`src/rtl/pc_seq_pkg.sv`:
```
// pc_seq_pkg: shared types and constants for the PC sequencer slice.
// Holds the sequencer state encoding, the redirect field widths and a
// small alignment helper used by the optional alignment checker.

package pc_seq_pkg;

    // Width of the pseudo-direct jump word index field.
    localparam int JMP_IDX_W = 26;

    // Width of the signed PC-relative branch word offset.
    localparam int BR_IMM_W = 16;

    // Word offsets and indices are scaled to bytes by this shift.
    localparam int WORD_SHIFT = 2;

    // Bit position where the jump index field ends inside a 32-bit target.
    localparam int JMP_REGION_LSB = JMP_IDX_W + WORD_SHIFT;

    // Sequencer states; encoding 2'b11 is never entered and recovers to BOOT.
    typedef enum logic [1:0] {
        BOOT = 2'd0,
        RUN  = 2'd1,
        HALT = 2'd2
    } pc_state_e;

    // True when the two byte-offset bits of an address are clear.
    function automatic logic word_aligned(input logic [1:0] low_bits);
        return (low_bits == 2'b00);
    endfunction

endpackage

```
`src/rtl/pc_target_gen.sv`:
```
// pc_target_gen: combinational address arithmetic for the PC sequencer.
// Produces the sequential successor, the PC-relative branch target and the
// pseudo-direct jump target. All sums wrap modulo 2^PC_W.

import pc_seq_pkg::*;

module pc_target_gen #(
    parameter int PC_W = 32,
    parameter int INC  = 4
) (
    input  logic [PC_W-1:0]      pc,
    input  logic [PC_W-1:0]      br_base,
    input  logic [BR_IMM_W-1:0]  br_imm,
    input  logic [JMP_IDX_W-1:0] jmp_idx,
    output logic [PC_W-1:0]      pc_plus,
    output logic [PC_W-1:0]      br_target,
    output logic [PC_W-1:0]      jmp_target
);

    localparam logic [PC_W-1:0] INC_V = PC_W'(INC);

    logic signed [BR_IMM_W-1:0] imm_signed;
    logic [PC_W-1:0]            imm_ext;
    logic [PC_W-1:0]            br_offset;

    // Sequential successor; the add simply drops the carry so the top of
    // the address space rolls over to zero.
    assign pc_plus = pc + INC_V;

    // The branch offset is a signed word count: sign-extend it to the PC
    // width, scale to bytes, and add to the base with wrap-around.
    assign imm_signed = br_imm;
    assign imm_ext    = PC_W'(imm_signed);
    assign br_offset  = imm_ext << WORD_SHIFT;
    assign br_target  = br_base + br_offset;

    // Jump targets keep the region bits of the successor PC above the index
    // field; narrow PCs have no region bits and take the low index bits only.
    generate
        if (PC_W >= 32) begin : g_jmp_wide
            assign jmp_target = {pc_plus[PC_W-1:JMP_REGION_LSB], jmp_idx, 2'b00};
        end else begin : g_jmp_narrow
            assign jmp_target = {jmp_idx[PC_W-3:0], 2'b00};
        end
    endgenerate

endmodule

```
`src/rtl/pc_sequencer.sv`:
```
// pc_sequencer: fetch PC register and BOOT/RUN/HALT control.
// Optional feature: define PC_ALIGN_CHECK_EN to add the misalign_fault
// output; a misaligned redirect then halts instead of loading the PC.

import pc_seq_pkg::*;

module pc_sequencer #(
    parameter int              PC_W      = 32,
    parameter int              INC       = 4,
    parameter logic [PC_W-1:0] RESET_VEC = '0
) (
    input  logic                 clk,
    input  logic                 rst,
    input  logic                 stall,
    input  logic                 br_take,
    input  logic [PC_W-1:0]      br_base,
    input  logic [BR_IMM_W-1:0]  br_imm,
    input  logic                 jmp_take,
    input  logic [JMP_IDX_W-1:0] jmp_idx,
    input  logic                 halt,
    input  logic                 resume,
    output logic [PC_W-1:0]      pc,
    output logic [PC_W-1:0]      pc_plus,
    output logic                 fetch_valid,
    output logic [1:0]           state
`ifdef PC_ALIGN_CHECK_EN
    ,
    output logic                 misalign_fault
`endif
);

    pc_state_e       state_q;
    pc_state_e       state_n;
    logic [PC_W-1:0] pc_q;
    logic [PC_W-1:0] pc_n;
    logic [PC_W-1:0] br_target;
    logic [PC_W-1:0] jmp_target;
    logic            redirect;
    logic            align_block;
    logic            resume_blocked;

    pc_target_gen #(
        .PC_W (PC_W),
        .INC  (INC)
    ) u_target_gen (
        .pc         (pc_q),
        .br_base    (br_base),
        .br_imm     (br_imm),
        .jmp_idx    (jmp_idx),
        .pc_plus    (pc_plus),
        .br_target  (br_target),
        .jmp_target (jmp_target)
    );

    assign redirect = jmp_take | br_take;

`ifdef PC_ALIGN_CHECK_EN
    logic [PC_W-1:0] redirect_target;
    logic            fault_q;

    // The target that would win arbitration is the one checked for alignment.
    assign redirect_target = jmp_take ? jmp_target : br_target;
    assign align_block     = (state_q == RUN) && redirect &&
                             !word_aligned(redirect_target[1:0]);

    // Once a misaligned redirect is seen the sequencer stays parked in HALT
    // until reset, so resume cannot restart execution past the fault.
    assign resume_blocked  = fault_q;
    assign misalign_fault  = fault_q;

    // Sticky fault flag; only the asynchronous reset clears it.
    always_ff @(posedge clk or posedge rst) begin
        if (rst) begin
            fault_q <= 1'b0;
        end else if (align_block) begin
            fault_q <= 1'b1;
        end
    end
`else
    // Without the checker every redirect target loads unchanged.
    assign align_block    = 1'b0;
    assign resume_blocked = 1'b0;
`endif

    // State register; reset forces BOOT immediately, independent of clk.
    always_ff @(posedge clk or posedge rst) begin
        if (rst) begin
            state_q <= BOOT;
        end else begin
            state_q <= state_n;
        end
    end

    // Next-state logic; BOOT always lasts exactly one cycle, and halt with
    // resume together in HALT keeps the sequencer halted.
    always_comb begin
        state_n = state_q;
        case (state_q)
            BOOT: begin
                state_n = RUN;
            end
            RUN: begin
                if (halt || align_block) begin
                    state_n = HALT;
                end
            end
            HALT: begin
                if (resume && !halt && !resume_blocked) begin
                    state_n = RUN;
                end
            end
            default: begin
                state_n = BOOT;
            end
        endcase
    end

    // Output logic; a redirect overrides stall, so the cycle still counts
    // as a real fetch even though the stall request is present.
    always_comb begin
        fetch_valid = 1'b0;
        if (state_q == RUN) begin
            fetch_valid = !stall || redirect;
        end
    end

    // Next-PC selection: jump beats branch beats stall beats increment.
    // A redirect taken alongside halt still loads, and HALT then holds it.
    always_comb begin
        pc_n = pc_q;
        case (state_q)
            BOOT: begin
                pc_n = RESET_VEC;
            end
            RUN: begin
                if (align_block) begin
                    pc_n = pc_q;
                end else if (jmp_take) begin
                    pc_n = jmp_target;
                end else if (br_take) begin
                    pc_n = br_target;
                end else if (stall) begin
                    pc_n = pc_q;
                end else begin
                    pc_n = pc_plus;
                end
            end
            HALT: begin
                pc_n = pc_q;
            end
            default: begin
                pc_n = RESET_VEC;
            end
        endcase
    end

    // PC register; reset discards any in-flight redirect immediately.
    always_ff @(posedge clk or posedge rst) begin
        if (rst) begin
            pc_q <= RESET_VEC;
        end else begin
            pc_q <= pc_n;
        end
    end

    assign pc    = pc_q;
    assign state = state_q;

endmodule

```
`config.mk`:
```
export PLATFORM = sky130hd
export DESIGN_NAME = pc_sequencer
export DESIGN_NICKNAME = d
export VERILOG_FILES = /design/src/rtl/pc_seq_pkg.sv /design/src/rtl/pc_target_gen.sv /design/src/rtl/pc_sequencer.sv
export SDC_FILE = /design/constraint.sdc
export NUM_CORES = 1
export LEC_CHECK = 0
export CELL_PAD_IN_SITES_DETAIL_PLACEMENT = 0
export CELL_PAD_IN_SITES_GLOBAL_PLACEMENT = 1
export CORE_UTILIZATION = 35
export DETAILED_ROUTE_END_ITERATION = 10
export GPL_ROUTABILITY_DRIVEN = 0
export GPL_TIMING_DRIVEN = 0
export PLACE_DENSITY = 0.87
export SYNTH_ARGS = -nofsm -noshare
export SYNTH_HDL_FRONTEND = slang
export SYNTH_SLANG_ARGS = --single-unit
export TNS_END_PERCENT = 30
```
`constraint.sdc`:
```
create_clock -name clk -period 5.1 [get_ports clk]
set_clock_uncertainty 0.2 [all_clocks]
set_input_delay 0.51 -clock clk [delete_from_list [all_inputs] [get_ports clk]]
set_output_delay 0.51 -clock clk [all_outputs]
set_load 0.02 [all_outputs]
```
# [Word-level counts from Yosys, hierarchy flattened]
# Cells that the tools add are included.
[totals] ff_bits=34
[classes] addsub=2 n_eq_ne=5 mux=8 bitwise=2 n_reduce_logical=7
[ops] operator="32-bit two-way mux" n=3
[ops] operator="32-bit case mux with 2 select lines" n=1
[ops] operator="32-bit by 3-bit adder with 32-bit output (second input constant)" n=1
[ops] operator="32-bit adder" n=1
[ops] operator="2-bit case mux with 3 select lines" n=1
[ops] operator="2-bit two-way mux" n=2
[ops] operator="2-bit != test (second input constant)" n=2
[ops] operator="4-bit != test (second input constant)" n=1
[ops] operator="2-bit AND reduction" n=2
[ops] operator="2-bit by 1-bit equality test with 1-bit output (second input constant)" n=1
[ops] operator="2-bit equality test (second input constant)" n=1
[ops] operator="1-bit logical NOT" n=2
[ops] operator="2-bit logical NOT" n=1
[ops] operator="1-bit logical AND" n=1
[ops] operator="1-bit logical OR" n=1
[ops] operator="1-bit two-way mux" n=1
[ops] operator="1-bit NOT" n=1
[ops] operator="1-bit OR" n=1

# [Logic depth before layout (Yosys ltp)]
[logic_depth] word_depth=5 mapped_depth=11 ltp_nobuf=11

# [Hierarchy]
# Synthesis repeated with hierarchy kept, for this count alone.
[unflattened] cells_unflattened=533 hier_area_um2=4312.9
[by_module_without_submodules] module="pc_target_gen" instances=1 cells_each=341 area_per_inst_um2=2377.3 seq_area_each_um2=0.0
[by_module_without_submodules] module="pc_sequencer" instances=1 cells_each=192 area_per_inst_um2=1935.6 seq_area_each_um2=850.8

# [Worst setup path after synthesis]
# No wires, ideal clock.
[synth_path] path_kind="input -> register" start="in br_base[2]" end="reg pc_q[28], in the netlist pc[28]" setup_time_ps=69 arrival_ps=2547 required_ps=4831 slack_ps=2284 path_stages=11 path_cell_list="ha_1 -> inv_1 -> fa_1 -> nor2b_1 -> o2111ai_1 -> a32oi_2 -> a2111oi_4 -> o21ai_2 -> a21oi_1 -> o31a_1 -> nand3_1"
[synth_via] elab_chain_len=4
[synth_lines] item="start, declared" line_no="pc_sequencer.sv:16" text="input logic [PC_W-1:0] br_base,"
[synth_lines] item="32-bit adder" line_no="pc_target_gen.sv:35" text="assign br_target = br_base + br_offset;"
[synth_lines] item="32-bit two-way mux" line_no="pc_sequencer.sv:140" text="end else if (br_take) begin"
[synth_lines] item="32-bit two-way mux" line_no="pc_sequencer.sv:138" text="end else if (jmp_take) begin"
[synth_lines] item="32-bit case mux with 2 select lines" line_no="pc_sequencer.sv:131" text="case (state_q)"
[synth_lines] item="end signal, assigned" line_no="pc_sequencer.sv:162" text="pc_q <= pc_n;"
[synth_lines] item="end, declared" line_no="pc_sequencer.sv:34" text="logic [PC_W-1:0] pc_q;"
# No other way between the ends.
# A chain may end at the register's enable or synchronous reset.

# [Worst setup path after layout]
[layout_path] start="in br_take" end="out fetch_valid"
[layout_via] elab_chain_len=3
[layout_lines] item="start, declared" line_no="pc_sequencer.sv:15" text="input logic br_take,"
[layout_lines] item="1-bit OR" line_no="pc_sequencer.sv:55" text="assign redirect = jmp_take | br_take;"
[layout_lines] item="1-bit logical OR" line_no="pc_sequencer.sv:123" text="fetch_valid = !stall || redirect;"
[layout_lines] item="1-bit two-way mux" line_no="pc_sequencer.sv:122" text="if (state_q == RUN) begin"
[layout_lines] item="end, declared" line_no="pc_sequencer.sv:24" text="output logic fetch_valid,"
# No other way between the ends.

==> summary by stage <==
Pwr
The power density normalized to cell area is 412.7 nW/um^2. The share of total power in sequential cells is 22.9%. In this run the static leakage power is 2.388 nW. Per report_power, the clock group accounts for 11.6% of the total. The switching power as a share of total power is 47.55%. Per report_power, the combinational group accounts for 65.5% of the total. The worst ir drop on vdd is 0.0001612 V.

The internal power of the cells totals 1.297 mW. The switching power is 1.176 mW.

Global route
The initial antenna violation count is 0. The leftover overflow at the end of global routing is 0. The global-route wire length before repair is 23950 um.

The global-route total usage across every layer is 23.86%. The via count of the first global-routing pass came to 4577. Entering global routing, the biggest net connects 35 pins.

Logic synthesis
Yosys mapped a number of flops with a built-in enable equal to 0. The synthesized netlist net count is 676. Of all flip-flops after synthesis, the portion carrying an async set or reset was 100.0%.

The mean instance size in the synthesized netlist is 7.467 sq um. The most area-hungry cell type in the Yosys netlist is sky130_fd_sc_hd__dfrtp_1. After synthesis, the netlist uses 72 different library cells. Summed over its instances, the top area cell type makes up 20.20% of the synthesized netlist area. The flop and latch count out of synthesis is 34. In the synthesized netlist, the number of instances is 564. The sequential element share of the synthesized area is 20.20%. For this run, the leading register cell type out of synthesis is sky130_fd_sc_hd__dfrtp_1. The total of warnings raised by yosys is 0. The post-synthesis instance area is 4212 sq um. Sorting the synthesized cells by area gives the leading types as sky130_fd_sc_hd__dfrtp_1 (20%), sky130_fd_sc_hd__ha_1 (8.9%), sky130_fd_sc_hd__nand2_1 (6.4%), sky130_fd_sc_hd__o21ai_0 (5.9%), sky130_fd_sc_hd__xnor2_1 (5.6%).

Die
The die area is 12480 sq um. Once the floorplan was initialized, standard cells occupied 36.42% of the core. 148 I/O pins were placed. The floorplan row count is 39. The floorplan step set the die height to 111.7 um. From left edge to right edge, the die measures 111.7 um. The core region is 11560 sq um.

Route
The iteration-0 DRC count of the detailed router is 236. The detail route stage leaves a number of antenna-violating nets equal to 0. The number of vias after detailed routing is 4917. The number of detailed-route iterations in the first pass is 8. After detailed routing, the number of vias per cell comes to 5.711. For this run, design rule violations remaining after detail routing come to 8. The sum of routed wire length over all layers is 15270 um. The average detailed-routed wire length per instance is 17.73 um.

Layout
In the final design database the tool counted 830 nets. Registers take 850.8 sq um. With fillers left out, the area of the finished cells amounts to 5995 sq um. Compared with the post-synthesis result, the final layout area differs by 42.34%. Summing all multi-input logic gate instances after layout gives 3151 sq um.

For this run, the share of the core covered by cells in the final layout is 51.83%. Once layout is complete, the cells apart from fillers number 861. The filler cells instantiated in the layout total 1104.

The library cells used most frequently in the layout, excluding fill and tap cells, are sky130_fd_sc_hd__clkdlybuf4s50_1 (147), sky130_fd_sc_hd__nand2_1 (72), sky130_fd_sc_hd__o21ai_0 (50). The number of antenna diodes in the final layout is 0. Of the cells placed in the final design, the portion with a size suffix greater than 1 is 4.457%.

The library cell used most frequently in the layout, excluding fill and tap cells, is sky130_fd_sc_hd__clkdlybuf4s50_1.

STA
Setup repair after global routing left no endpoint under its margin. The final setup TNS is 0 ns. The final-report hold violation count came to 0.

After layout, the minimum clock period comes to 3.922 ns. The relative max-transition margin is 48.97%. The count of pins over their slew limit is 0.

For the pin with the worst max-slew slack, the measured transition is 0.7644 ns. The post-route clock period utilization is 76.91%. Setup violations remaining at the end of the flow were counted as 0. The upper clock frequency limit is 255.0 MHz.

The final setup slack of the worst path is 1.178 ns.

Run
Across the run, the number of max-cap violations was 0.

Clock network
The total CTS buffers is 5. In this run, post-CTS repair resized a total of 0 instances. The maximum root-to-sink buffer count is 2. The count of H-tree levels built during CTS is 2.

The clock tree root buffer cell is sky130_fd_sc_hd__clkbuf_16. Post-CTS timing repair inserted 0 buffers for setup. The number of hold buffers added after CTS is 0.

For the worst-skew pair, the clock arrives at the later sink with an insertion delay of 0.28 ns. The tree built by TritonCTS fans out to 34 sinks. The register clock-pin slew on the reported worst setup and hold paths is 0.05 ns.

The TritonCTS clock tree is built.

Worst setup path
The worst setup path is captured at an output port. For the worst setup path, the data required time is 4.39 ns. The worst setup path is launched from an input pin. The maximum fanout encountered on the critical timing path is 10.

For flop-to-flop paths, the worst setup slack is 2.35 ns. For the worst setup path, the data arrival time is 3.21 ns. The critical path is of the input pin to output port type.

Outcome
The final reports fail on design-rule violations. The run finished, with violations left.

Place
The number of port buffers is 147. The placement-stage worst setup slack is 1.124 ns. The estimated wirelength of the detail-placed design is 12210 um. After detailed placement, the total cell area comes to 5862 sq um. The cell total after placement is 854.

Worst hold path
The min-delay analysis places its worst path in the category flop to flop.
[area by class of cell]
cell class                 count  area share (%)
timing repair buffer         147           24.55
clock buffer                   7           2.212
tap                          143           2.985
sequential                    34           14.19
buffer                        30           2.254
multi-input combinational    480           52.56
inverter                      20           1.252
[synthesized netlist by cell type (all sizes together), types with 4 or more instances]
master,n
nor3,10
and4,4
and3,4
o221ai,5
a31oi,6
dfrtp,34
or3,5
nor2b,6
nand4,16
a22o,6
o211ai,7
a21oi,45
mux2i,5
nor2,41
nand2b,7
nand2,72
buf,12
o21ai,57
nand3,23
clkbuf,17
xnor2,27
a21o,13
xor2,17
a32o,4
ha,30
o22ai,4
a211oi,10
o21a,9
inv,20
[worst max-delay path, cell delays in order]
cell                              delay (ns)
sky130_fd_sc_hd__clkdlybuf4s50_1        0.53
sky130_fd_sc_hd__nor2_1                 0.15
sky130_fd_sc_hd__nand2_1                0.12
sky130_fd_sc_hd__nand2b_1               0.07
sky130_fd_sc_hd__inv_1                  0.10
sky130_fd_sc_hd__clkbuf_1               0.46
sky130_fd_sc_hd__clkbuf_1               0.55
sky130_fd_sc_hd__clkdlybuf4s50_1        0.72
[cells by family (layout without fill, tap and decap cells)]
logic type      count (synthesis)  after routing  synth area share (%)
compound gates                202            202                 32.15
simple gates                  198            198                 22.94
buf+inv                        50            204                 4.991
xor+xnor                       44             44                 9.150
flops                          34             34                 20.20
fa+ha+maj                      31             31                 9.388
mux                             5              5                 1.188
[final timing paths]
path                            depth (start not counted)     endpoint  startpoint
worst max-delay path                                    8  fetch_valid     br_take
worst min-delay path                                    1        pc[1]       pc[1]
worst max register to register                         10       pc[24]       pc[2]
worst min register to register                          1        pc[1]       pc[1]
max in group asynchronous                               2       pc[14]         rst
min in group asynchronous                               2       pc[30]         rst
[registers in the layout, summed over array words and instances (netlist names)]
register	flops
pc	32
state	2
[power by group through the flow]
stage                     clock network, mW  logic (mW)  registers [mW]
after global placement                    0        1.59           0.559
after global routing                  0.299        1.71           0.592
final                                 0.286        1.62           0.567
after CTS                             0.286        1.61           0.562
after floorplan                           0       0.754           0.668
after detailed placement                  0        1.60           0.566
[per-stage QoR]
step	hold WS, ns	power [mW]
6_report	0.3393	2.474
5_1_grt	0.3656	2.601
4_1_cts	0.3441	2.456
3_5_place_dp	0.3325	2.169
3_3_place_gp	0.3168	2.146
2_1_floorplan	0.4214	1.422
[metal layers]
layer	track usage [%]	up-vias	routed length (um)
li1	-	2406	-
met5	0	-	0
met2	40.12	183	7095
met1	32.25	2308	6925
met3	2.776	20	950
met4	6.396	0	298
No activity file was read; power rests on OpenSTA's default activity.
